<file path="config.mk">
export PLATFORM = sky130hd
export DESIGN_NAME = uart_tx_fifo
export DESIGN_NICKNAME = d
export VERILOG_FILES = /design/src/rtl/uart_pkg.sv /design/src/rtl/uart_fifo_mem.sv /design/src/rtl/uart_tx_fifo.sv
export SDC_FILE = /design/constraint.sdc
export NUM_CORES = 1
export LEC_CHECK = 0
export BUFFER_PORTS_ARGS = -buffer_cell sky130_fd_sc_hd__buf_2
export CAP_MARGIN = 40
export CORE_MARGIN = 2
export CORE_UTILIZATION = 65
export DETAILED_ROUTE_END_ITERATION = 6
export GPL_TIMING_DRIVEN = 0
export PLACE_DENSITY = 0.84
export RECOVER_POWER = 100
export SETUP_SLACK_MARGIN = 0.2
export SLEW_MARGIN = 10
export SYNTH_ARGS = -nofsm -noshare
export SYNTH_HDL_FRONTEND = slang
export SYNTH_SLANG_ARGS = --single-unit
</file>
<file path="constraint.sdc">
create_clock -name Clk -period 3.78 [get_ports Clk]
set_clock_uncertainty 0.1 [all_clocks]
set_input_delay 0.189 -clock Clk [delete_from_list [all_inputs] [get_ports Clk]]
set_output_delay 0.189 -clock Clk [all_outputs]
set_load 0.005 [all_outputs]
</file>
<file path="src/rtl/uart_pkg.sv">
// Shared definitions for the buffered UART transmit stage: drain state
// encoding and default data/depth sizing.
package uart_pkg;

    localparam int DEFAULT_WIDTH      = 8;
    localparam int DEFAULT_DEPTH_LOG2 = 4;

    typedef enum logic [1:0] {
        IDLE      = 2'd0,
        SEND      = 2'd1,
        WAIT_DONE = 2'd2
    } drain_state_t;

endpackage

</file>
<file path="src/rtl/uart_fifo_mem.sv">
// Register-array storage for the transmit FIFO: one synchronous write port,
// one asynchronous read port.
module uart_fifo_mem
    import uart_pkg::*;
#(
    parameter int DEPTH_LOG2 = DEFAULT_DEPTH_LOG2,
    parameter int WIDTH      = DEFAULT_WIDTH
) (
    input  logic                  clk,
    input  logic                  we,
    input  logic [DEPTH_LOG2-1:0] wr_addr,
    input  logic [WIDTH-1:0]      wr_data,
    input  logic [DEPTH_LOG2-1:0] rd_addr,
    output logic [WIDTH-1:0]      rd_data
);

    logic [WIDTH-1:0] mem [2**DEPTH_LOG2];

    // NOTE: storage carries no reset; the count makes stale entries
    // unreachable, and leaving it out keeps the array a plain register file.
    always_ff @(posedge clk) begin
        if (we) begin
            mem[wr_addr] <= wr_data;
        end
    end

    assign rd_data = mem[rd_addr];

endmodule

</file>
<file path="src/rtl/uart_tx_fifo.sv">
// Circular transmit FIFO plus drain state machine that hands one byte at a
// time to the UART transmitter over the Tx_Data/Tx_Send/Tx_Busy handshake.
module uart_tx_fifo
    import uart_pkg::*;
#(
    parameter int DEPTH_LOG2 = DEFAULT_DEPTH_LOG2,
    parameter int WIDTH      = DEFAULT_WIDTH
) (
    input  logic                  Clk,
    input  logic                  Reset,
    input  logic [WIDTH-1:0]      Wr_Data,
    input  logic                  Wr_En,
    input  logic                  Flush,
    input  logic                  Clr_Ovf,
    output logic                  Full,
    output logic                  Empty,
    output logic [DEPTH_LOG2:0]   Count,
    output logic                  Overflow,
    output logic [WIDTH-1:0]      Tx_Data,
    output logic                  Tx_Send,
    input  logic                  Tx_Busy
);

    localparam logic [DEPTH_LOG2:0] DEPTH_CNT = {1'b1, {DEPTH_LOG2{1'b0}}};

    logic [DEPTH_LOG2-1:0] wr_ptr;
    logic [DEPTH_LOG2-1:0] rd_ptr;
    logic [WIDTH-1:0]      rd_data;
    logic [DEPTH_LOG2:0]   count_next;
    logic                  pop;
    logic                  push;
    logic                  ovf_set;
    drain_state_t          state;

    uart_fifo_mem #(
        .DEPTH_LOG2 (DEPTH_LOG2),
        .WIDTH      (WIDTH)
    ) u_mem (
        .clk     (Clk),
        .we      (push),
        .wr_addr (wr_ptr),
        .wr_data (Wr_Data),
        .rd_addr (rd_ptr),
        .rd_data (rd_data)
    );

    // NOTE: every always_comb output gets a default first so no path infers a latch.
    always_comb begin
        pop        = (state == IDLE) && !Empty && !Tx_Busy;
        push       = Wr_En && !Full && !Flush;
        ovf_set    = Wr_En && Full && !Flush;
        count_next = Count;
        if (Flush) begin
            count_next = '0;
        end else if (push && !pop) begin
            count_next = Count + 1'b1;
        end else if (pop && !push) begin
            count_next = Count - 1'b1;
        end
    end

    // NOTE: state uses non-blocking assignments so every register samples pre-edge values.
    always_ff @(posedge Clk or negedge Reset) begin
        if (!Reset) begin
            wr_ptr   <= '0;
            rd_ptr   <= '0;
            Count    <= '0;
            Empty    <= 1'b1;
            Full     <= 1'b0;
            Overflow <= 1'b0;
        end else begin
            Count <= count_next;
            Empty <= (count_next == '0);
            Full  <= (count_next == DEPTH_CNT);
            if (Flush) begin
                wr_ptr <= '0;
                rd_ptr <= '0;
            end else begin
                if (push) wr_ptr <= wr_ptr + 1'b1;
                if (pop)  rd_ptr <= rd_ptr + 1'b1;
            end
            // A dropped write outranks a same-cycle clear.
            if (ovf_set) begin
                Overflow <= 1'b1;
            end else if (Clr_Ovf) begin
                Overflow <= 1'b0;
            end
        end
    end

    // Flush never touches the drain side: a popped byte still goes out.
    always_ff @(posedge Clk or negedge Reset) begin
        if (!Reset) begin
            state   <= IDLE;
            Tx_Send <= 1'b0;
            Tx_Data <= '0;
        end else begin
            case (state)
                IDLE: begin
                    if (pop) begin
                        Tx_Data <= rd_data;
                        Tx_Send <= 1'b1;
                        state   <= SEND;
                    end
                end
                SEND: begin
                    if (Tx_Busy) begin
                        Tx_Send <= 1'b0;
                        state   <= WAIT_DONE;
                    end
                end
                WAIT_DONE: begin
                    if (!Tx_Busy) begin
                        state <= IDLE;
                    end
                end
                default: begin
                    Tx_Send <= 1'b0;
                    state   <= IDLE;
                end
            endcase
        end
    end

endmodule

</file>
==> After elaboration in Yosys (flattened, before gate mapping) <==
Memory sizes are Yosys's and may differ from the RTL's. A register that Yosys moved wholly into a read port is not among the register bits.
Index checks and enable logic that the tools add are counted.
Widths: inputs -> output; s select.
{ "totals": {"ff_bits": 19, "ramBits": 128, "input_bits": 14, "out_inout_bits": 17, "wordCells": 61, "mem_count": 1} }
{ "mem_list": {"columns": ["name", "depth", "word_bits", "rd", "rd_clocked_by_memory_dff", "write_ports", "line_no", "rtl"], "rows": [
  ["u_mem.mem", 16, 8, 1, 1, 1, "uart_fifo_mem.sv:17", "logic [WIDTH-1:0] mem [2**DEPTH_LOG2];"]
]} }
{ "classes": {"addsub": 4, "eq_ne": 6, "mux": 18, "bitwise": 1, "n_reduce_logical": 23} }
{ "op_table": {"columns": ["op", "n"], "rows": [
  ["$mux 4", 4],
  ["$mux 5", 3],
  ["$add 4x1->4 const B", 2],
  ["$logic_and 1x1->1", 8],
  ["$logic_not 1->1", 7],
  ["$mux 1", 6],
  ["$mux 2", 3],
  ["$ne 2x2->1 const B", 3],
  ["$pmux 2 s3", 1],
  ["$reduce_and 3->1", 2],
  ["$reduce_bool 2->1", 3],
  ["$add 5x1->5 const B", 1],
  ["$eq 5x5->1 const B", 1],
  ["$logic_not 5->1", 1],
  ["$sub 5x1->5 const B", 1],
  ["$pmux 1 s3", 1],
  ["$eq 2x1->1 const B", 1],
  ["$eq 2x2->1 const B", 1],
  ["$logic_not 2->1", 1],
  ["$reduce_and 2->1", 1],
  ["$not 1->1", 1]
]} }

==> Depth between registers and ports, before layout <==
{ "depth": {"depth_word": 9, "depth_mapped": 7, "mapped_depth_nobuf": 7} }

==> Modules after synthesis <==
Synthesis repeated with hierarchy kept, for this count alone.
{ "hier_totals": {"cells_unflattened": 358, "hier_area_um2": 6346.1} }
{ "by_module_without_submodules": {"columns": ["mod", "n_inst", "cells_per_inst", "area_each_um2", "seq_area_each_um2"], "rows": [
  ["uart_fifo_mem", 1, 221, 4987.3, 3843.7],
  ["uart_tx_fifo", 1, 137, 1358.8, 676.9]
]} }

==> Least setup slack after synthesis <==
OpenSTA, ideal clock, no wires.
{ "synth_timing": {"path_kind": "register to register", "from": "register Full", "to": "memory u_mem.mem[0][0] (netlist bit), enable pin", "setup_ps": 383, "t_arrival_ps": 1629, "required_ps": 3297, "path_slack_ps": 1667, "path_stages_with_launch": 6, "n_path_buf": 1, "synth_period_minus_slack_ps": 2113, "path_cell_list": "dfrtp_1 -> nand2b_1 -> clkbuf_1 -> nor2_1 -> nand2_1 -> nor3_1"} }
{ "synth_via": {"elab_chain_len": 5} }
{ "synth_lines": {"columns": ["element", "line_no", "rtl"], "rows": [
  ["start: declaration", "uart_tx_fifo.sv:15", "output logic Full,"],
  ["start signal: assignment", "uart_tx_fifo.sv:74", "Full <= (count_next == DEPTH_CNT);"],
  ["$logic_not 1->1", "uart_tx_fifo.sv:50", "push = Wr_En && !Full && !Flush;"],
  ["$logic_and 1x1->1 (2 in a row)", "uart_tx_fifo.sv:50", null],
  ["$mux 1", "uart_fifo_mem.sv:22", "if (we) begin"],
  ["$mux 1 (not written as such)", "uart_fifo_mem.sv:23", "mem[wr_addr] <= wr_data;"],
  ["end: declaration", "uart_fifo_mem.sv:17", null]
]} }
Every way passes these cells.

==> flow_summary.yaml <==
setup_path:
  crit_start: "rd_ptr[1]$_DFFE_PN0P_"
  r2r-start: "rd_ptr[1]$_DFFE_PN0P_"
  r2r_end: "Tx_Data[4]$_DFFE_PN0P_"
  cp_slowest_cell: "clkbuf_1"
  reg2reg_depth: 7
  cp_top_family: "buffers and inverters"
  endpoint_kind: "register"
  cp_slowest_stage_delay_ps: 660
  crit_end: "Tx_Data[4]$_DFFE_PN0P_"
  path_buf_inv: 2
  worstPathArrival_ps: 3010
  crit_type: "register to register"
  crit_top_cell: "clkbuf_1"
  crit_fanout: 10
  path_cells: "clkbuf_1 > clkbuf_1 > mux4_2 > mux2i_1 > nor2_1 > a21oi_1 > o21ai_0"
  rrSetupSlack_ps: 1070
  start_kind: "register"
  crit_required_ps: 4080
  crit_cells: 7
synthesis:
  ys_types: 34
  synth_area_sq_um: 6270
  ys_seq_area_share_pct: 72.1
  synth_nets: 376
  yosys_warnings: 0
  syn_area_per_cell_sq_um: 17.7
  synth-seq-cells: 155
  syn_inst: 355
sta:
  setup_slack_ps: 1070
  timing.fmax_ghz: 0.369
  period_minus_slack_ps: 2710
  final.period_utilization_pct: 71.7
  hold_violations: 0
  report.final.slew_viol_count: 0
  tns_ps: 0
  rsz0062_at_grt: "false"
  relSlewSlack_pct: 0.172
  setup_viol: 0
  tightest_slew_ps: 1500
cells_and_area:
  post_route_cells_drive_above_1_share_pct: 19.7
  design_area_sq_um: 7290
  syn_to_final_growth_pct: 16.3
  layout_commonest_cell: "edfxtp_1"
  nets: 444
  layout_common_cells: "128 x edfxtp_1, 34 x clkbuf_1, 33 x nor2_1"
  fin_util_pct: 78.6
  num_antenna_cells: 0
pwr:
  p_leak_nw: 2.45
  irDropWorstVdd_mv: 0.422
  powerDensity_nw_per_um2: 600
floorplanning:
  dieArea_sq_um: 10400
  coreArea_sq_um: 9280
  die_w_microns: 102
  rows: 35
  initial_core_util_pct: 67.5
  fp.dieH_microns: 102
  io_pins: 31
placed_design:
  post-place-ws_ps: 1130
  gp_congestion: 0.841
  io_buffers: 30
  dpl.hpwl_mm: 8.36
  post_dp_cell_area_sq_um: 6610
routing:
  viasPerCell: 6.20
  drtAntennaViolNets: 0
  drt-pass1-iter-count: 5
  dr_total_vias: 3502
  wl_per_cell_microns: 24.2
  drc: 0
  routed_wl_mm: 13.7
  drt_iter0_drc: 325
clock_network:
  numCtsBuffers: 17
  cts.clk_slew.worst_paths_ps: 70
  h-tree-depth: 4
  clock_sinks: 155
  cts_setup_buffers: 0
  ctsRootBufferMaster: "clkbuf_8"
  cts_tree: "built"
  cts_buffer_depth: 2
  holdBufCountCts: 13
  cts_resized: 0
  clock_latency_ps: 530
worst_hold_path:
  min_path_type: "input port to register"
status:
  status: "finished with violations"
  violations: "max-capacitance violations"
flow_run:
  max-cap-violations: 1
global_route:
  antenna_found_initial: 0
  grt_first_pass_wirelength_mm: 20.5
  grt-ovfl-total: 0
  grt_max_degree: 28
  grt_pass1_vias: 3575
  globalRouteTotalUtil_pct: 28.5
kinds of logic after synthesis:
group,synth area share (%)
AND/OR/NAND/NOR,6.25
multiplexers,14.0
AO/OA/AOI/OAI,3.19
XOR/XNOR,1.40
adder cells (fa/ha/maj),1.40
flip-flops,72.1
buffers and inverters,1.62
layer usage:
layer	GRT usage [%]	share of wire (%)	wire [microns]
met1	37.9	39	5290
met3	6.98	7.0	964
met4	7.90	1.1	155
met5	0	0	0
met2	48.1	53	7260
state kept, by name, indices dropped and copies added (netlist names):
register,count
Tx_Send,1
Overflow,1
Empty,1
Full,1
Tx_Data,8
rd_ptr,4
state,2
u_mem.mem,128
Count,5
wr_ptr,4
cells in the mapped netlist:
library cell    n  share of area (%)
a31oi_4         1               0.34
a21oi_1        13                1.0
buf_1           2               0.12
and3_1          1               0.10
dfstp_2         1               0.42
xnor2_1         5               0.70
nor2b_1         2               0.20
a41oi_1         1               0.14
dfrtp_1        26                 10
or3_1           2               0.20
or4_4           1               0.18
nand3_1         1              0.080
o221a_2         1               0.18
ha_1            7                1.4
and2_1          4               0.40
o21ai_0        14                1.1
nand2b_1        5               0.50
o41ai_2         1               0.26
nor2_1         33                2.0
nor4_2          2               0.40
xor2_1          5               0.70
nand4_1         2               0.20
nor3_1          5               0.40
nand2_1        15               0.90
mux4_2         32                 11
edfxtp_1      128                 61
buf_2           6               0.48
a21boi_0        1               0.12
mux2i_1        16                2.6
nand3b_1        1               0.12
inv_1           7               0.42
and3_4          1               0.18
clkbuf_1       10               0.60
nor4b_1         3               0.42
power by group:
part | total [mW] | internal, mW | switching [mW] | leakage [nW]
registers | 2.02 | 1.94 | 0.0738 | 1.50
clock network | 1.71 | 0.970 | 0.743 | 0.290
logic | 0.647 | 0.289 | 0.358 | 0.653
total | 4.38 | 3.20 | 1.17 | 2.45
worst register-to-register path, stage by stage, from the launching register on:
cell	delay, ps
dfrtp_1	350
clkbuf_1	400
clkbuf_1	660
mux4_2	450
mux2i_1	310
nor2_1	100
a21oi_1	120
o21ai_0	90
worst min path at each step:
stage / cells after the start / start / slack, ps / endpoint
2_1_floorplan: 0 / Reset / -210 / Count[0]$_DFF_PN0_
3_3_place_gp: 1 / Reset / 140 / Overflow$_DFFE_PN0P_
3_5_place_dp: 1 / Reset / 140 / wr_ptr[0]$_DFFE_PN0P_
4_1_cts: 2 / Reset / 110 / Count[4]$_DFF_PN0_
5_1_grt: 5 / Wr_En / 260 / wr_ptr[1]$_DFFE_PN0P_
6_report: 5 / Wr_En / 230 / wr_ptr[1]$_DFFE_PN0P_
per-stage QoR:
stage | cells | total power [mW] | hold slack, ps
detailed placement | 518 | 2.69 | 136
floorplan | 355 | 2.46 | -207
finish | 565 | 4.38 | 230
CTS | 563 | 4.39 | 115
global placement | 514 | 2.66 | 142
global route | 565 | 4.52 | 261
cell type report:
cell class,count,area (sq um)
inverters,7,26.3
repair buffers,49,282
fillers,500,1990
clock buffers,17,414
clock inverters,15,178
well taps,129,161
multi-input cells,175,1640
flip-flops and latches,155,4520
plain buffers,18,73.8
(Power assumes the default switching activity.)
